`src/rtl/mem_bridge.sv`:
```
// Memory-side bridge for the multicycle core: decodes one request at a time to
// on-chip SRAM, MMIO or an error response, returning exactly one response each.
module mem_bridge #(
  parameter logic [31:0] RAM_BASE   = 32'h8000_0000,
  parameter int          RAM_AW     = 16,
  parameter logic [31:0] IO_BASE    = 32'hA000_0000,
  parameter int          IO_AW      = 12,
  parameter int          RAM_LAT    = 1,
  parameter int          IO_TIMEOUT = 255
) (
  input  logic              clk,
  input  logic              rst,
  input  logic              req_valid,
  output logic              req_ready,
  input  logic              req_wen,
  input  logic [2:0]        req_mode,
  input  logic [31:0]       req_addr,
  input  logic [31:0]       req_wdata,
  output logic              rsp_valid,
  output logic [31:0]       rsp_rdata,
  output logic              rsp_err,
  output logic              ram_en,
  output logic              ram_we,
  output logic [3:0]        ram_be,
  output logic [RAM_AW-3:0] ram_addr,
  output logic [31:0]       ram_wdata,
  input  logic [31:0]       ram_rdata,
  output logic              io_valid,
  output logic              io_wen,
  output logic [3:0]        io_be,
  output logic [31:0]       io_addr,
  output logic [31:0]       io_wdata,
  input  logic [31:0]       io_rdata,
  input  logic              io_ready
);

  localparam int CMAX = (IO_TIMEOUT > RAM_LAT) ? IO_TIMEOUT : RAM_LAT;
  localparam int CW   = $clog2(CMAX + 1);

  typedef enum logic [1:0] {IDLE, RAM_WAIT, IO_REQ, RESP} state_t;

  state_t            state, state_d;
  logic [CW-1:0]     cnt, cnt_d;
  logic              req_ready_d, rsp_valid_d, rsp_err_d;
  logic [31:0]       rsp_rdata_d;
  logic              ram_en_d, ram_we_d;
  logic [3:0]        ram_be_d;
  logic [RAM_AW-3:0] ram_addr_d;
  logic [31:0]       ram_wdata_d;
  logic              io_valid_d, io_wen_d;
  logic [3:0]        io_be_d;
  logic [31:0]       io_addr_d, io_wdata_d;

  logic [3:0] be;
  logic       misaligned, ram_hit, io_hit;
  logic       unused_mode_bit;

  // Sign-extension is the core's job, so the signedness bit has no effect here.
  assign unused_mode_bit = req_mode[2];

  assign ram_hit    = (req_addr[31:RAM_AW] == RAM_BASE[31:RAM_AW]);
  assign io_hit     = (req_addr[31:IO_AW] == IO_BASE[31:IO_AW]);
  assign misaligned = ((req_mode[1:0] == 2'b01) && req_addr[0]) ||
                      (req_mode[1] && (req_addr[1:0] != 2'b00));

  always_comb begin
    case (req_mode[1:0])
      2'b00:   be = 4'b0001 << req_addr[1:0];
      2'b01:   be = 4'b0011 << {req_addr[1], 1'b0};
      default: be = 4'b1111;
    endcase
  end

  always_ff @(posedge clk or negedge rst) begin
    if (!rst) begin
      state     <= IDLE;
      cnt       <= '0;
      req_ready <= 1'b1;
      rsp_valid <= 1'b0;
      rsp_err   <= 1'b0;
      rsp_rdata <= '0;
      ram_en    <= 1'b0;
      ram_we    <= 1'b0;
      ram_be    <= '0;
      ram_addr  <= '0;
      ram_wdata <= '0;
      io_valid  <= 1'b0;
      io_wen    <= 1'b0;
      io_be     <= '0;
      io_addr   <= '0;
      io_wdata  <= '0;
    end else begin
      state     <= state_d;
      cnt       <= cnt_d;
      req_ready <= req_ready_d;
      rsp_valid <= rsp_valid_d;
      rsp_err   <= rsp_err_d;
      rsp_rdata <= rsp_rdata_d;
      ram_en    <= ram_en_d;
      ram_we    <= ram_we_d;
      ram_be    <= ram_be_d;
      ram_addr  <= ram_addr_d;
      ram_wdata <= ram_wdata_d;
      io_valid  <= io_valid_d;
      io_wen    <= io_wen_d;
      io_be     <= io_be_d;
      io_addr   <= io_addr_d;
      io_wdata  <= io_wdata_d;
    end
  end

  // Next-state logic computes the next value of every registered output.
  always_comb begin
    state_d     = state;
    cnt_d       = cnt;
    rsp_valid_d = 1'b0;
    rsp_err_d   = rsp_err;
    rsp_rdata_d = rsp_rdata;
    ram_en_d    = 1'b0;
    ram_we_d    = ram_we;
    ram_be_d    = ram_be;
    ram_addr_d  = ram_addr;
    ram_wdata_d = ram_wdata;
    io_valid_d  = io_valid;
    io_wen_d    = io_wen;
    io_be_d     = io_be;
    io_addr_d   = io_addr;
    io_wdata_d  = io_wdata;

    case (state)
      IDLE: begin
        if (req_valid && req_ready) begin
          cnt_d = '0;
          if (misaligned || !(ram_hit || io_hit)) begin
            rsp_valid_d = 1'b1;
            rsp_err_d   = 1'b1;
            rsp_rdata_d = '0;
            state_d     = RESP;
          end else if (ram_hit) begin
            ram_en_d    = 1'b1;
            ram_we_d    = req_wen;
            ram_be_d    = be;
            ram_addr_d  = req_addr[RAM_AW-1:2];
            ram_wdata_d = req_wdata;
            state_d     = RAM_WAIT;
          end else begin
            io_valid_d = 1'b1;
            io_wen_d   = req_wen;
            io_be_d    = be;
            io_addr_d  = req_addr;
            io_wdata_d = req_wdata;
            state_d    = IO_REQ;
          end
        end
      end
      RAM_WAIT: begin
        if (ram_we) begin
          rsp_valid_d = 1'b1;
          rsp_err_d   = 1'b0;
          rsp_rdata_d = '0;
          state_d     = RESP;
        end else if (cnt == CW'(RAM_LAT)) begin
          rsp_valid_d = 1'b1;
          rsp_err_d   = 1'b0;
          rsp_rdata_d = ram_rdata;
          state_d     = RESP;
        end else begin
          cnt_d = cnt + CW'(1);
        end
      end
      IO_REQ: begin
        // A completion in the final allowed cycle beats the timeout.
        if (io_ready) begin
          io_valid_d  = 1'b0;
          rsp_valid_d = 1'b1;
          rsp_err_d   = 1'b0;
          rsp_rdata_d = io_wen ? 32'h0 : io_rdata;
          state_d     = RESP;
        end else if (cnt == CW'(IO_TIMEOUT - 1)) begin
          io_valid_d  = 1'b0;
          rsp_valid_d = 1'b1;
          rsp_err_d   = 1'b1;
          rsp_rdata_d = '0;
          state_d     = RESP;
        end else begin
          cnt_d = cnt + CW'(1);
        end
      end
      RESP: begin
        state_d = IDLE;
      end
      default: begin
        state_d = IDLE;
      end
    endcase

    req_ready_d = (state_d == IDLE);
  end

endmodule

```
`config.mk`:
```
export PLATFORM = sky130hd
export DESIGN_NAME = mem_bridge
export DESIGN_NICKNAME = d
export VERILOG_FILES = /design/src/rtl/mem_bridge.sv
export SDC_FILE = /design/constraint.sdc
export NUM_CORES = 1
export LEC_CHECK = 0
export ABC_AREA = 1
export CORE_MARGIN = 2
export CORE_UTILIZATION = 47
export CTS_CLUSTER_SIZE = 10
export DETAILED_ROUTE_END_ITERATION = 8
export GPL_TIMING_DRIVEN = 1
export PLACE_DENSITY_LB_ADDON = 0.25
export SLEW_MARGIN = 20
export SYNTH_ARGS = -nofsm -noshare
export SYNTH_HDL_FRONTEND = slang
export SYNTH_SLANG_ARGS = --single-unit
```
`constraint.sdc`:
```
create_clock -name clk -period 4 [get_ports clk]
set_clock_uncertainty 0.15 [all_clocks]
set_input_delay 0.6 -clock clk [delete_from_list [all_inputs] [get_ports clk]]
set_output_delay 0.6 -clock clk [all_outputs]
set_load 0.02 [all_outputs]
```
# --- Yosys cells after proc, flatten, opt, wreduce, memory -nomap -nowiden ---
# Index checks and enable logic that the tools add are counted.
classes:
  n_shift: 2
  muxes: 47
  n_eq_ne: 18
  n_reduce_logical: 18
  bitwise_logic: 2
  addsub: 1
op_table:
  columns: ["operator", "n"]
  rows:
  - ["2-to-1 mux 32 bit", 7]
  - ["case mux 32 bit (3 select lines)", 1]
  - ["2-to-1 mux 8 bit", 5]
  - ["case mux 8 bit (3 select lines)", 1]
  - ["2-to-1 mux 1 bit", 21]
  - ["== test 20 bit, second input constant", 1]
  - ["== test 16 bit, second input constant", 1]
  - ["!= test 2 bit, second input constant", 8]
  - ["2-to-1 mux 2 bit", 7]
  - ["AND reduction 5 bit", 2]
  - ["adder 8 x 1 -> 8 bit, second input constant", 1]
  - ["== test 8 x 1 -> 1 bit, second input constant", 1]
  - ["== test 8 bit, second input constant", 1]
  - ["case mux 2 bit (4 select lines)", 1]
  - ["case mux 4 bit (2 select lines)", 1]
  - ["AND reduction 4 bit", 2]
  - ["logical NOT 2 bit", 3]
  - ["!= test 3 bit, second input constant", 2]
  - ["case mux 1 bit (3 select lines)", 2]
  - ["AND reduction 6 bit", 1]
  - ["== test 2 x 1 -> 1 bit, second input constant", 2]
  - ["== test 2 bit, second input constant", 2]
  - ["nonzero test 2 bit", 2]
  - ["left shift 1 x 2 -> 4 bit, first input constant", 1]
  - ["other kinds (7)", 12]
totals:
  ff_bits: 167

# --- Longest topological paths before layout ---
# Gate-level depths: netlist (run 1).
logic_depth:
  ltp_word: 8
  ltp_mapped: 12
  ltp_nobuf: 11

# --- Worst setup path after synthesis (run 1) ---
# OpenSTA, ideal clock, no wires.
synth_timing:
  kind: "input to register"
  startpoint: "input req_addr[23]"
  endpoint: "register io_addr[0]"
  path_slack_ns: 2.126
  arrival_time_ns: 1.589
  t_required_ns: 3.715
  path_buffers: 2
  cell_stages: 9
  path_cell_list: "nor2_1 > and2_1 > nand2_1 > nor2_4 > nand3_4 > buf_2 > buf_6 > nand2_1 > o21ai_0"
synth_between:
  elab_chain_cells: 6
  elab_cells_between_ends: 8
  cone_classes: "eq/ne: 2; bitwise: 2; reduce/logical: 4"
synth_lines:
  columns: ["item", "line", "text"]
  rows:
  - ["from (decl)", "17", "input logic [31:0] req_addr,"]
  - ["== test 20 bit or == test 16 bit (tied branches)", "62, 61", null]
  - ["logical OR 1 bit", "134", "if (misaligned || !(ram_hit || io_hit)) begin"]
  - ["logical NOT 1 bit", "134", null]
  - ["logical OR 1 bit", "134", null]
  - ["NOT 1 bit (no source line)", null, null]
  - ["AND reduction 4 bit (no source line) (*)", null, null]
  - ["to (signal assigned)", "107", "io_addr <= io_addr_d;"]
  - ["to (decl)", "31", "output logic [31:0] io_addr,"]
# Every way passes the cells marked *; elsewhere a longest branch is shown, timed or not.
# A chain may end at the register's enable or synchronous reset.

# --- Worst setup path after layout (run 1) ---
layout_timing:
  startpoint: "input req_mode[1]"
  endpoint: "register rsp_rdata[15]"
layout_between:
  elab_chain_cells: 6
  elab_cells_between_ends: 7
  cone_classes: "eq/ne: 2; reduce/logical: 5"
layout_lines:
  columns: ["item", "line", "text"]
  rows:
  - ["from (decl)", "16", "input logic [2:0] req_mode,"]
  - ["== test 2 x 1 -> 1 bit", "63", "assign misaligned = ((req_mode[1:0] == 2'b01) && req_addr[0]) ||"]
  - ["logical AND 1 bit", "63", null]
  - ["logical OR 1 bit (*)", "63", null]
  - ["logical OR 1 bit (*)", "134", null]
  - ["!= test 2 bit (no source line) (*)", null, null]
  - ["AND reduction 5 bit (no source line) (*)", null, null]
  - ["to (signal assigned)", "98", "rsp_rdata <= rsp_rdata_d;"]
  - ["to (decl)", "20", "output logic [31:0] rsp_rdata,"]
# Marks and branches as above.

==> results by group, run 1 <==
Timing
  • Final Hold Vio Count: 0
  • Setup_tns: 0 ns
  • Worst Setup Slack, final: between 1 and 1.5 ns
  • Max-slew headroom: roughly a quarter
  • Post-route clock period utilization: a little over three fifths
  • Least-Margin Pin Slew: approximately 1.1 ns
  • Fmax achieved: between 0.3 and 0.4 GHz
  • Final Slew Violations: 0
  • Tmin final: 2.52 ns
  • Final setup viols: 0
  • RSZ-0062 raised after global routing: false

Floorplanning
  • Die Y: ~130 microns
  • Core area: 0.0153 sq mm
  • Die area: between 0.015 and 0.02 sq mm
  • Initial core utilization: between 40 and 50%
  • IO Pins: a little under 300
  • # rows: 45
  • Die X: about 130 microns

Setup path
  • Critical path type: in -> reg
  • CP peak stage delay: 0.57 ns
  • CP Max Fanout: 34
  • Crit path max-delay family: simple AND/OR/NAND/NOR gates
  • Worst Path Buf+Inv: 1
  • CP required: roughly 4.2 ns
  • Critical path's most frequent cell: nand2_1
  • Critical path endpoint category: flip-flop
  • Worst-path cell chain: clkdlybuf4s50_1, nand2_1, a21oi_2, nor2_4, nand2_2, nand2_2, nand2_4, nand2_4, nand2_1, nand2_1
  • Critical path arrival: 2.68 ns
  • Crit-path slowest cell: clkdlybuf4s50_1
  • Critical path startpoint category: input port

Layout
  • Filler instances: approximately 1200
  • Area Growth Syn to Fin: 49.1%
  • N_diodes: 0
  • Multi-input logic area: ~0.0026 sq mm
  • Layout cells sized above 1: roughly 6.1%
  • Register area: between 0.004 and 0.005 sq mm
  • Nets: 1277

Worst hold path
  • Worst hold path class: in -> async

Detailed routing
  • Routed Antenna Nets: 0
  • Average routed wire per standard cell: ~15 microns
  • Number of DRC markers in iteration 0: 415
  • Final Routed Wirelength: between 20 and 25 mm
  • Via/cell ratio: 4.94
  • Via count: ~6700
  • Drt drc: 0
  • First drt pass iteration count: 5

Logic synthesis
  • Synth warn: 0
  • Avg Cell Area, Syn: around 8.6 sq um
  • Yosys reg bits: 167
  • Top_reg_cell synth: dfrtp_1
  • Asr flop ratio synth: 100%
  • Cells after synthesis: 861
  • Sequential area share after synthesis: between 50 and 60%
  • Synthesized Nets: roughly 1000
  • Unique cell type count in the Yosys netlist: 33
  • EDFF count, synth: 0
  • Cell area after synthesis: about 0.0074 sq mm

Clock tree
  • Hold_buf cts: 0
  • Setup bufs post-CTS: 0
  • Latest clock arrival within the worst-skew pair: roughly 0.42 ns
  • CTS tree: done
  • Clock-pin slew on the worst setup and hold paths: ~0.070 ns
  • TritonCTS Sinks: 167
  • Num CTS Buffers: 17
  • Clock Tree Root: clkbuf_16
  • H-Tree Level Count: 4
  • Cts repair resizes: 0
  • CTS max path bufs: 2

Global route
  • Pin count of the biggest net entering global routing: ~100
  • Antenna violations before repair: 0
  • First-pass GRT wire length: 31.7 mm
  • Total GRT Usage: about 24%
  • Grt ovf: 0
  • Number of global-route vias before repair: just over 6000

Pwr
  • Maximum VDD drop: 0.000523 V
  • Pwr/cell area: between 400 and 500 mW/mm^2
  • Leakage: about 5.2 nW

Placement
  • Placed wire-length estimate: ~14 mm
  • RePlAce Congestion: between 0.8 and 0.9
  • Port Buffers: 291
  • Pre-CTS WS: 1.04 ns

Job
  • Max-cap violation count: 0

Outcome
  • Status: complete, no violations
## layout by cell type (no fill, tap or decap), types with 6 or more instances in the layout
master and instances:
clkdlybuf4s50_1 290, nand2_1 233, dfrtp_1 166, inv_1 99, nand3_1 73, o21ai_1 57
o21ai_0 49, nor2_1 45, a21oi_1 40, clkbuf_16 17, nand2_2 13, ha_1 8
xor2_1 6, buf_4 6
## area by class of cell
type | count | area share, %
sequential | 167 | 37.9
tap | 211 | 2.40
inverter | 101 | 3.44
timing repair buffer | 298 | 27.0
clock inverter | 14 | 1.69
clock buffer | 18 | 3.90
multi-input combinational | 548 | 23.6
## final timing paths
check | from | end | slack [ns] | depth (start not counted)
max | req_mode[1] | rsp_rdata[15]$_DFFE_PN0P_ | 1.48 | 10
min | rst | io_addr[7]$_DFFE_PN0P_ | 0.11 | 1
max reg2reg | state[0]$_DFF_PN0_ | rsp_rdata[25]$_DFFE_PN0P_ | 1.50 | 8
min reg2reg | io_addr[29]$_DFFE_PN0P_ | io_addr[29]$_DFFE_PN0P_ | 0.32 | 1
max in group asynchronous | rst | req_ready$_DFF_PN1_ | 2.67 | 2
min in group clk | io_addr[29]$_DFFE_PN0P_ | io_addr[29]$_DFFE_PN0P_ | 0.32 | 1
## synthesized netlist by cell type (3+ instances only)
library cell  number  area (sq um)
nand2_1          233           875
dfrtp_1          166          4150
inv_1             99           372
nand3_1           73           365
o21ai_1           57           285
o21ai_0           49           245
nor2_1            46           173
a21oi_1           40           200
buf_2             18          90.1
clkbuf_1          14          52.6
nand2_2           13          81.3
ha_1               8           100
xor2_1             6          52.6
buf_1              5          18.8
buf_6              5          56.3
buf_4              3          22.5
nand2_4            3          33.8
nand3_2            3          30.0
## per-layer routing
metal  track usage [%]  vias up  share of wire (%)
met2              40.4      252                 50
met1              29.4     3132                 40
met5                 0        -                  0
li1                  -     3254                  -
met3              5.53       60                6.0
met4              12.5        0                4.3
## logic make-up after synthesis
family	count (synthesis)	share of synthesized area, %
AO/OA/AOI/OAI	149	10.2
XOR/XNOR	6	0.711
adder cells (fa/ha/maj)	8	1.36
buffers and inverters	146	8.38
flip-flops	167	56.6
AND/OR/NAND/NOR	385	22.7
## flip-flops by register name, indices dropped and copies added (netlist names)
name / flops
cnt: 8
io_wdata: 32
ram_be: 4
rsp_valid: 1
io_be: 4
state: 2
rsp_rdata: 32
io_valid: 1
ram_wdata: 32
io_wen: 1
ram_en: 1
ram_we: 1
ram_addr: 14
io_addr: 32
rsp_err: 1
req_ready: 1
## per-stage QoR
step	std cells	cell area [sq um]	util, %	hold WS, ns	total power, mW
finish	1357	11000	72.2	0.108	5.30
global route	1357	11000	72.2	0.202	5.59
CTS	1357	11000	72.2	0.167	5.33
detailed placement	1325	10400	68.2	0.306	3.62
global placement	1325	10400	68.2	0.296	3.60
floorplan	861	7390	-	0.154	3.13
## power breakdown
part           total, mW  switching (mW)  internal, mW  leakage [nW]
clock network       1.70           0.698          1.00         0.300
logic               1.73            1.17         0.562          2.68
registers           1.87          0.0688          1.80          2.21
Note: power is estimated with default switching activity, not from simulation.
==> inputs of run 2 (changes only) <==
--- a/config.mk
+++ b/config.mk
@@ -7,7 +7,7 @@
 export LEC_CHECK = 0
 export ABC_AREA = 1
 export CORE_MARGIN = 2
-export CORE_UTILIZATION = 47
+export CORE_UTILIZATION = 44
 export CTS_CLUSTER_SIZE = 10
 export DETAILED_ROUTE_END_ITERATION = 8
 export GPL_TIMING_DRIVEN = 1
==> constraint.sdc (replaced) <==
create_clock -name clk -period 2.45 [get_ports clk]
set_clock_uncertainty 0.15 [all_clocks]
set_input_delay 0.3675 -clock clk [delete_from_list [all_inputs] [get_ports clk]]
set_output_delay 0.3675 -clock clk [all_outputs]
set_load 0.02 [all_outputs]
==> run 2 against run 1 <==
Compared with the run above:
- wire length decreased by 1.3%
- clock power is 53% higher
- sequential share of layout area is 0.54 points lower
- flip-flop and latch count did not move
- via count decreased by 0.45%
- combinational power is 78% higher
- hold slack improved by 0.17 ns
- register-to-register slack got worse by 1.3 ns
- core utilization fell by 4.6 points
- count of clock-buffer cells in the layout fell by 1
- die area is 6.6% higher
- critical path depth fell by 3
- largest cell class unchanged
- largest power group is now combinational logic
- highest routed layer unchanged
==> results by group, run 2 (same netlist as run 1, synthesis figures left out) <==
Outcome
  • Status: complete, no violations

Pwr
  • Maximum VDD drop: 0.00146 V (+180%)
  • Final Power: 8.72 mW (+65%)
  • Sequential power share: 35.0% (-0.3 points)
  • Combinational share of power: 35.3% (+2.6 points)
  • Clock share of power: 29.8% (-2.3 points)
  • Net Sw Power: 3.31 mW (+71%)
  • Leakage: 5.28 nW (+1.6%)
  • Total internal power: 5.42 mW (+61%)
  • Pwr/cell area: 781 mW/mm^2 (+62%)
  • Switch share: 37.9% (+1.4 points)

Placement
  • Port Buffers: 291 (unchanged)
  • Placed wire-length estimate: 14.6 mm (+2.0%)
  • RePlAce Congestion: 0.819 (-2.1%)
  • Placed cell count: 1348 (+1.7%)

Layout
  • Fin util: 67.6% (-4.6 points)
  • Most frequent cells in the layout: clkdlybuf4s50_1, nand2_1, dfrtp_1
  • Post-route insts no fill: 1381 (+1.8%)
  • Layout cells sized above 1: 7.32% (+1.2 points)
  • N_diodes: 0 (unchanged)
  • Area Growth Syn to Fin: 51.3%
  • Nets: 1292 (+1.2%)
  • Most common cell after layout, fill and taps aside: clkdlybuf4s50_1

Global route
  • Total GRT Usage: 22.7% (-1.4 points)
  • First-pass GRT wire length: 32.2 mm (+1.6%)
  • Grt ovf: 0 (unchanged)
  • Antenna violations before repair: 0 (unchanged)
  • Number of global-route vias before repair: 6309 (+1.2%)
  • Pin count of the biggest net entering global routing: 78 (-24%)

Timing
  • Post-route clock period utilization: between 90% and 100%
  • Tmin final: approximately 2.2 ns
  • WHS: 0.280 ns (+0.172 ns)
  • Final Hold Vio Count: 0 (unchanged)
  • Setup_tns: 0 ns (unchanged)
  • Final Slew Violations: 0 (unchanged)
  • Max-slew headroom: 69.8% (+44 points)
  • Fmax achieved: around 0.45 GHz
  • Least-Margin Pin Slew: 0.453 ns (-0.666 ns)
  • RSZ-0062 raised after global routing: false
  • Final setup viols: 0 (unchanged)

Detailed routing
  • Via count: 6668 (-0.45%)
  • Average routed wire per standard cell: 14.5 microns (-3.0%)
  • Routed Antenna Nets: 0 (unchanged)
  • Number of DRC markers in iteration 0: 329 (-21%)
  • First drt pass iteration count: 4 (-1)
  • Via/cell ratio: 4.83 (-2.2%)
  • Final Routed Wirelength: 20.1 mm (-1.3%)
  • Drt drc: 0 (unchanged)

Clock tree
  • CTS max path bufs: 2 (unchanged)
  • Num CTS Buffers: 17 (unchanged)
  • Setup bufs post-CTS: 0 (unchanged)
  • Clock-pin slew on the worst setup and hold paths: 0.07 ns (about the same)
  • H-Tree Level Count: 4 (unchanged)
  • Latest clock arrival within the worst-skew pair: 0.43 ns (about the same)
  • CTS tree: done
  • Clock Tree Root: clkbuf_16
  • TritonCTS Sinks: 167 (unchanged)

Setup path
  • Critical path type: reg -> reg
  • R2r startpoint: state[0]$_DFF_PN0_
  • Worst reg2reg endpoint: io_wdata[20]$_DFFE_PN0P_
  • CP Max Fanout: 17 (-50%)
  • Worst-path cell chain: inv_1, ha_1, inv_1, nor2_2, nand3_4, buf_4, o21ai_0
  • CP peak stage delay: 0.42 ns (-0.15 ns)
  • Reg2reg setup slack: 0.23 ns (-1.27 ns)
  • Reg2Reg Depth: 7 (-1)
  • Critical path's most frequent cell: inv_1
  • Critical path endpoint category: flip-flop
  • Crit-path slowest cell: dfrtp_1
  • Critical path arrival: 2.39 ns (-0.29 ns)
  • Worst setup startpoint: state[0]$_DFF_PN0_
  • CP required: 2.62 ns (-1.54 ns)
  • Critical path startpoint category: flip-flop

Floorplanning
  • Initial core utilization: 44.7% (-3.7 points)
  • Die Y: 134 microns (+3.2%)
  • Core area: 0.0165 sq mm (+8.3%)
  • # rows: 47 (+4.4%)
  • Die X: 134 microns (+3.2%)
  • Die area: 0.0178 sq mm (+6.6%)
  • IO Pins: 293 (unchanged)

Worst hold path
  • Worst hold path class: in -> async

Job
  • Max-cap violation count: 0 (unchanged)
## run 2: through the flow
step / cell area [sq um] / setup slack (ns)
floorplan: 7390 / 0.607
global placement: 10600 / 0.108
detailed placement: 10600 / 0.0688
CTS: 11200 / 0.189
global route: 11200 / 0.0546
finish: 11200 / 0.230
## run 2: worst max path at each step
stage / end
after detailed placement: rsp_rdata[14]$_DFFE_PN0P_
after global routing: io_wdata[20]$_DFFE_PN0P_
final: io_wdata[20]$_DFFE_PN0P_
after CTS: io_wdata[20]$_DFFE_PN0P_
after global placement: rsp_rdata[9]$_DFFE_PN0P_
after floorplan: io_addr[0]$_DFFE_PN0P_
## run 2: per-layer routing
metal / GRT usage [%] / routed length (microns)
met5: 0 / 0
met4: 9.22 / 553
met3: 4.76 / 1050
met2: 39.6 / 10300
met1: 27.6 / 8190
## run 2: repair_timing
| item | CTS | global route |
|---|---|---|
| hold buffers | 1 | 0 |
| gates resized for setup | 0 | 0 |
| endpoints found under the hold margin | 43 | 0 |
## run 2: final cells by class
| type | instances | area, sq um |
|---|---|---|
| multi-input cells | 548 | 2600 |
| fillers | 1338 | 5350 |
| clock buffers | 17 | 425 |
| inverters | 101 | 379 |
| flip-flops and latches | 167 | 4180 |
| repair buffers | 313 | 3160 |
| well taps | 220 | 275 |
| clock inverters | 15 | 160 |
## run 2: worst max-delay path, delay by kind of cell, from the launching register on
kind | cells | cell delay [ns]
AO/OA/AOI/OAI | 1 | 0.25
adder cells (fa/ha/maj) | 1 | 0.26
buffers and inverters | 3 | 0.52
flip-flops | 1 | 0.42
AND/OR/NAND/NOR | 2 | 0.51
## run 2: power groups by stage
stage	clock network, mW	logic [mW]	registers, mW
2_1_floorplan	0	1.88	3.24
3_3_place_gp	0	3.03	3.10
3_5_place_dp	0	3.07	3.10
4_1_cts	2.64	3.09	3.05
5_1_grt	2.76	3.39	3.07
6_report	2.60	3.08	3.05
